===== config.mk =====
export PLATFORM = sky130hd
export DESIGN_NAME = seq_pattern_gen_flat
export DESIGN_NICKNAME = d
export VERILOG_FILES = /design/src/rtl/seq_pattern_gen_if.sv /design/src/rtl/seq_pattern_gen.sv /design/src/flat_wrapper.sv
export SDC_FILE = /design/constraint.sdc
export NUM_CORES = 1
export LEC_CHECK = 0
export BUFFER_PORTS_ARGS = -buffer_cell sky130_fd_sc_hd__clkbuf_2
export CORE_MARGIN = 8
export CORE_UTILIZATION = 60
export CTS_CLUSTER_DIAMETER = 100
export DETAILED_ROUTE_END_ITERATION = 10
export PLACE_DENSITY = 0.89
export SKIP_LAST_GASP = 1
export SLEW_MARGIN = 5
export SYNTH_ARGS = -nofsm -noshare
export SYNTH_HDL_FRONTEND = slang
export SYNTH_SLANG_ARGS = --single-unit
export TNS_END_PERCENT = 1

===== constraint.sdc =====
create_clock -name clk -period 4 [get_ports clk]
set_input_delay 0.4 -clock clk [delete_from_list [all_inputs] [get_ports clk]]
set_output_delay 0.4 -clock clk [all_outputs]
set_load 0.01 [all_outputs]

===== src/rtl/seq_pattern_gen_if.sv =====
// Control and serial-stream bundle between a pattern-source controller
// (master) and the serial pattern generator (slave).
interface seq_pattern_gen_if #(
  parameter int WIDTH = 8,
  parameter int REP_W = 4
);
  logic             start;
  logic [WIDTH-1:0] pattern;
  logic [REP_W-1:0] rep_num;
  logic             hold;
  logic             abort;
  logic             d_out;
  logic             d_valid;
  logic             eop;
  logic             busy;
  logic             done;

  modport master (
    output start, pattern, rep_num, hold, abort,
    input  d_out, d_valid, eop, busy, done
  );

  modport slave (
    input  start, pattern, rep_num, hold, abort,
    output d_out, d_valid, eop, busy, done
  );
endinterface


===== src/rtl/seq_pattern_gen.sv =====
// Serial pattern transmitter: shifts a captured WIDTH-bit pattern out
// MSB-first, repeated rep_num times with GAP_LEN fill bits between
// repetitions. EOP marks the LSB of every repetition so a downstream
// sequence detector's match can be checked cycle-for-cycle.
module seq_pattern_gen #(
  parameter int WIDTH    = 8,
  parameter int REP_W    = 4,
  parameter int GAP_LEN  = 2,
  parameter bit FILL_BIT = 1'b0
) (
  input logic              clk,
  input logic              rst_n,
  seq_pattern_gen_if.slave bus
);

  localparam int BCNT_W = (WIDTH > 1) ? $clog2(WIDTH) : 1;
  localparam int GCNT_W = (GAP_LEN > 1) ? $clog2(GAP_LEN) : 1;
  localparam logic [BCNT_W-1:0] LAST_BIT = BCNT_W'(WIDTH - 1);
  localparam logic [GCNT_W-1:0] LAST_GAP = GCNT_W'((GAP_LEN > 0) ? GAP_LEN - 1 : 0);
  // With a one-bit pattern every presented bit is also the last one.
  localparam bit SINGLE_BIT = (WIDTH == 1);

  localparam logic [1:0] S_IDLE  = 2'd0;
  localparam logic [1:0] S_SHIFT = 2'd1;
  localparam logic [1:0] S_GAP   = 2'd2;
  localparam logic [1:0] S_FIN   = 2'd3;

  logic [1:0]        state;
  logic [WIDTH-1:0]  pat;       // captured pattern, reloaded for each repetition
  logic [WIDTH-1:0]  sh;        // shift register, MSB is the bit now on d_out
  logic [WIDTH-1:0]  sh_adv;    // shift register after one advance
  logic [BCNT_W-1:0] bit_cnt;   // index of the bit now on d_out
  logic [REP_W-1:0]  rep_left;  // repetitions remaining, including the current one
  logic [GCNT_W-1:0] gap_cnt;   // index of the gap bit now on d_out

  logic d_out_r;
  logic d_valid_r;
  logic eop_r;
  logic busy_r;
  logic done_r;

  assign sh_adv      = sh << 1;
  assign bus.d_out   = d_out_r;
  assign bus.d_valid = d_valid_r;
  assign bus.eop     = eop_r;
  assign bus.busy    = busy_r;
  assign bus.done    = done_r;

  // Transmission FSM; every output is a register updated here.
  always_ff @(posedge clk or negedge rst_n) begin
    if (!rst_n) begin
      state     <= S_IDLE;
      pat       <= '0;
      sh        <= '0;
      bit_cnt   <= '0;
      rep_left  <= '0;
      gap_cnt   <= '0;
      d_out_r   <= 1'b0;
      d_valid_r <= 1'b0;
      eop_r     <= 1'b0;
      busy_r    <= 1'b0;
      done_r    <= 1'b0;
    end else if (bus.abort) begin
      // Abort wins over hold and start; the run is dropped without DONE.
      state     <= S_IDLE;
      d_out_r   <= 1'b0;
      d_valid_r <= 1'b0;
      eop_r     <= 1'b0;
      busy_r    <= 1'b0;
      done_r    <= 1'b0;
    end else begin
      case (state)
        S_IDLE: begin
          if (bus.start) begin
            if (bus.rep_num != '0) begin
              state     <= S_SHIFT;
              pat       <= bus.pattern;
              sh        <= bus.pattern;
              rep_left  <= bus.rep_num;
              bit_cnt   <= '0;
              d_out_r   <= bus.pattern[WIDTH-1];
              d_valid_r <= 1'b1;
              eop_r     <= SINGLE_BIT;
              busy_r    <= 1'b1;
            end else begin
              // Nothing to send: report completion straight away.
              state  <= S_FIN;
              done_r <= 1'b1;
            end
          end
        end

        S_SHIFT: begin
          if (bus.hold) begin
            // Freeze everything; only the qualifiers drop.
            d_valid_r <= 1'b0;
            eop_r     <= 1'b0;
          end else if (bit_cnt != LAST_BIT) begin
            sh        <= sh_adv;
            bit_cnt   <= bit_cnt + BCNT_W'(1);
            d_out_r   <= sh_adv[WIDTH-1];
            d_valid_r <= 1'b1;
            eop_r     <= ((bit_cnt + BCNT_W'(1)) == LAST_BIT);
          end else if (rep_left > REP_W'(1)) begin
            rep_left <= rep_left - REP_W'(1);
            if (GAP_LEN > 0) begin
              state     <= S_GAP;
              gap_cnt   <= '0;
              d_out_r   <= FILL_BIT;
              d_valid_r <= 1'b1;
              eop_r     <= 1'b0;
            end else begin
              // Back-to-back: next repetition's MSB follows the LSB directly.
              sh        <= pat;
              bit_cnt   <= '0;
              d_out_r   <= pat[WIDTH-1];
              d_valid_r <= 1'b1;
              eop_r     <= SINGLE_BIT;
            end
          end else begin
            state     <= S_FIN;
            d_out_r   <= 1'b0;
            d_valid_r <= 1'b0;
            eop_r     <= 1'b0;
            busy_r    <= 1'b0;
            done_r    <= 1'b1;
          end
        end

        S_GAP: begin
          if (bus.hold) begin
            d_valid_r <= 1'b0;
            eop_r     <= 1'b0;
          end else if (gap_cnt == LAST_GAP) begin
            state     <= S_SHIFT;
            sh        <= pat;
            bit_cnt   <= '0;
            d_out_r   <= pat[WIDTH-1];
            d_valid_r <= 1'b1;
            eop_r     <= SINGLE_BIT;
          end else begin
            gap_cnt   <= gap_cnt + GCNT_W'(1);
            d_out_r   <= FILL_BIT;
            d_valid_r <= 1'b1;
            eop_r     <= 1'b0;
          end
        end

        default: begin
          // FIN: DONE has been shown for one cycle; start here is ignored.
          state  <= S_IDLE;
          done_r <= 1'b0;
        end
      endcase
    end
  end

endmodule


===== src/flat_wrapper.sv =====
// flat-port wrapper written by rule: the top's interface ports become plain ports
module seq_pattern_gen_flat 
#(
  parameter int WIDTH    = 8,
  parameter int REP_W    = 4,
  parameter int GAP_LEN  = 2,
  parameter bit FILL_BIT = 1'b0
)
  (clk, rst_n, bus_start, bus_pattern, bus_rep_num, bus_hold, bus_abort, bus_d_out, bus_d_valid, bus_eop, bus_busy, bus_done);
  seq_pattern_gen_if #(.WIDTH(WIDTH), .REP_W(REP_W)) bus_i ();
  input logic clk;
  input logic rst_n;
  input wire logic [$bits(bus_i.start)-1:0] bus_start;
  input wire logic [$bits(bus_i.pattern)-1:0] bus_pattern;
  input wire logic [$bits(bus_i.rep_num)-1:0] bus_rep_num;
  input wire logic [$bits(bus_i.hold)-1:0] bus_hold;
  input wire logic [$bits(bus_i.abort)-1:0] bus_abort;
  output wire logic [$bits(bus_i.d_out)-1:0] bus_d_out;
  output wire logic [$bits(bus_i.d_valid)-1:0] bus_d_valid;
  output wire logic [$bits(bus_i.eop)-1:0] bus_eop;
  output wire logic [$bits(bus_i.busy)-1:0] bus_busy;
  output wire logic [$bits(bus_i.done)-1:0] bus_done;
  assign bus_i.start = bus_start;
  assign bus_i.pattern = bus_pattern;
  assign bus_i.rep_num = bus_rep_num;
  assign bus_i.hold = bus_hold;
  assign bus_i.abort = bus_abort;
  assign bus_d_out = bus_i.d_out;
  assign bus_d_valid = bus_i.d_valid;
  assign bus_eop = bus_i.eop;
  assign bus_busy = bus_i.busy;
  assign bus_done = bus_i.done;
  seq_pattern_gen #(.WIDTH(WIDTH), .REP_W(REP_W), .GAP_LEN(GAP_LEN), .FILL_BIT(FILL_BIT)) u_core (.clk(clk), .rst_n(rst_n), .bus(bus_i));
endmodule

==> results.json <==
{
  "outcome": "finished, final reports clean",
  "synth.most_common_cell": "dfrtp_1",
  "overflow": 0,
  "ios": 22,
  "syn-cell-area_um2": 1790,
  "routedWlPerCell_um": 15.3,
  "antenna_found_initial": 0,
  "dp_hpwl_um": 2640,
  "finalSetupViolations": 0,
  "synth_top_family_by_area": "compound AO/OA/AOI/OAI gates",
  "final.setup_skew_ps": 5.48,
  "tns_ps": 0,
  "worst_slack_ps": 1550,
  "worst_pin_slew_ps": 767,
  "clkSlewWorstSetupHoldPaths_ps": 90,
  "slowest_stage": "ha_1",
  "fin_crit_ps": 2450,
  "first_global_vias": 1417,
  "hold_class": "input pin to async pin",
  "grt_max_degree": 31,
  "routed_wl_um": 3670,
  "yosys_most_used_dff": "dfrtp_1",
  "netlist_top_cells_count": "dfrtp_1 (30), nand2_1 (28), o21ai_0 (15)",
  "cp_cell_sequence": "inv_1 > ha_1 > buf_4 > a21oi_1 > nand3_1 > o21ai_0",
  "dr.pass1.iters": 6,
  "ys_async_sr_fraction_pct": 100,
  "crit_fanout": 22,
  "post_cts_resized": 0,
  "cpPeakStageDelay_ps": 660,
  "ys_top_cells_by_area": "dfrtp_1 (42%), mux2_4 (6.7%), ha_1 (6.3%)",
  "synth_edf_count": 0,
  "die_h_um": 70.6,
  "cts-htree-levels": 2,
  "synthSimpleGateAreaFrac_pct": 18.3,
  "max-vdd-ir-drop_v": 0.000371,
  "initial_core_util_pct": 60.7,
  "drive_above_1_share_pct": 21.7,
  "vias": 1432,
  "synth.ff_latch_count": 30,
  "cts_max_path_buffers": 2,
  "path_class": "register to register",
  "finalHoldViolCount": 0,
  "power.total_uw": 1340,
  "cts_root_buf": "clkbuf_4",
  "yosysSeqAreaShare_pct": 41.9,
  "synth_area_per_cell_um2": 9.53,
  "p_leak_uw": 0.000891,
  "muxShareOfSynthArea_pct": 10.1,
  "grt_use_total_pct": 15.5,
  "worstSetupEndpointType": "register",
  "vias_per_cell": 5.97,
  "cpLargestDelayFamily": "adder cells",
  "syn2layout_area_growth_pct": 9.15,
  "placementRows": 20,
  "critPathBufInv": 2,
  "hold_buffers": 0,
  "finalCritPeriodShare_pct": 61.3,
  "drc": 0,
  "core_area_um2": 2950,
  "grt_pass1_wl_um": 6260,
  "synth_nets": 214,
  "synth.top_cell.area_share_pct": 41.9,
  "netlist.top_cell.by_area": "dfrtp_1",
  "relSlewSlack_pct": 48.9,
  "drv_cap": 0,
  "dpl_worst_slack_ps": 1580,
  "finalWeightedCongestion": 0.816,
  "syn_inst": 188,
  "synth-xor-area-share_pct": 0,
  "max_freq_mhz": 408,
  "port_buffers": 21,
  "required_ps": 4190,
  "detail-route-antenna-nets": 0,
  "drt-initial-drc-count": 171,
  "finalNetCount": 232,
  "maxSlewViolCount": 0,
  "numCtsBuffers": 5,
  "critPathArrivalTime_ps": 2640,
  "postCtsSetupBuffers": 0,
  "rsz0062_at_grt": "no",
  "tritoncts": "yes",
  "synth_compound_area_share_pct": 18.6,
  "p_per_area_nw_per_um2": 684,
  "antenna_cells": 0,
  "fillers": 235,
  "synth_cell_types": 40,
  "worstSkewPairLatency_ps": 340,
  "die_w_um": 70.6,
  "timing.critical_path.from_type": "register",
  "cts_num_sinks": 30,
  "die_area_um2": 4990,
  "synth_fa_ha_area_share_pct": 6.28,
  "ys_warn_count": 0
}
## power by group
part / total, uW / switching, uW / internal [uW]
sequential: 538 / 106 / 432
clock: 195 / 111 / 84.3
combinational: 605 / 339 / 266
total: 1340 / 556 / 782
## cell usage in the layout, fill, tap and decap left out, drive strengths merged, types with 2 or more instances in the layout
cell,synthesis,layout
mux2i,6,6
clkbuf,4,27
nor4,2,2
a31oi,3,3
nor3,5,5
dfrtp,30,30
nand2b,3,3
nand3b,4,4
a21oi,8,8
a22oi,6,6
mux2,8,8
inv,9,9
nor2,14,14
o311ai,2,2
a211oi,2,2
nor2b,2,2
o21ai,19,19
ha,9,9
nand3,7,7
nand2,28,28
## logic make-up after synthesis
logic type	Yosys count
flops	30
mux	14
fa+ha+maj	9
simple gates	66
compound gates	49
buf+inv	20
## area by class of cell
| type | instances | area [um2] | share of cell area [%] |
|---|---|---|---|
| timing repair buffer | 22 | 113 | 5.76 |
| inverter | 9 | 33.8 | 1.73 |
| clock buffer | 6 | 51.3 | 2.62 |
| clock inverter | 2 | 12.5 | 0.640 |
| sequential | 30 | 751 | 38.4 |
| tap | 33 | 41.3 | 2.11 |
| multi-input combinational | 138 | 953 | 48.8 |
## sequential cells by signal, indices dropped and copies added (netlist names)
name / cells
u_core.bit_cnt: 3
u_core.bus.d_valid: 1
u_core.pat: 8
u_core.bus.eop: 1
u_core.bus.busy: 1
u_core.rep_left: 4
u_core.bus.d_out: 1
u_core.sh: 7
u_core.gap_cnt: 1
u_core.state: 2
u_core.bus.done: 1
## per-layer routing
metal	vias to the layer above	wire length [um]	GRT usage, %
li1	698	-	-
met2	31	1750	24.3
met5	-	0	0
met1	692	1660	18.2
met3	11	145	4.10
met4	0	113	9.93
## worst reg2reg max path: stages (launching register included)
cell and delay (ps):
dfrtp_1 420, inv_1 110, ha_1 660, buf_4 320, a21oi_1 80, nand3_1 490, o21ai_0 220
## through the flow
stage / cell area, um2 / cells / util [%] / hold WS (ps)
after floorplan: 1790 / 188 / - / 104
after global placement: 1890 / 232 / 64.1 / 466
after detailed placement: 1890 / 232 / 64.1 / 473
after CTS: 1960 / 240 / 66.2 / 127
after global routing: 1960 / 240 / 66.2 / 168
final: 1960 / 240 / 66.2 / 107
## final timing paths
kind	slack (ps)	end	start	depth (start not counted)
max in group asynchronous	3420	u_core.sh[5]	rst_n	1
worst min register to register	500	u_core.sh[5]	u_core.sh[5]	2
worst max-delay path	1550	u_core.sh[6]	u_core.state[1]	6
worst min-delay path	110	u_core.rep_left[2]	rst_n	1
worst max register to register	1550	u_core.sh[6]	u_core.state[1]	6
min in group clk	300	u_core.pat[0]	bus_pattern[0]	2
Note: power is estimated with default switching activity, not from simulation.
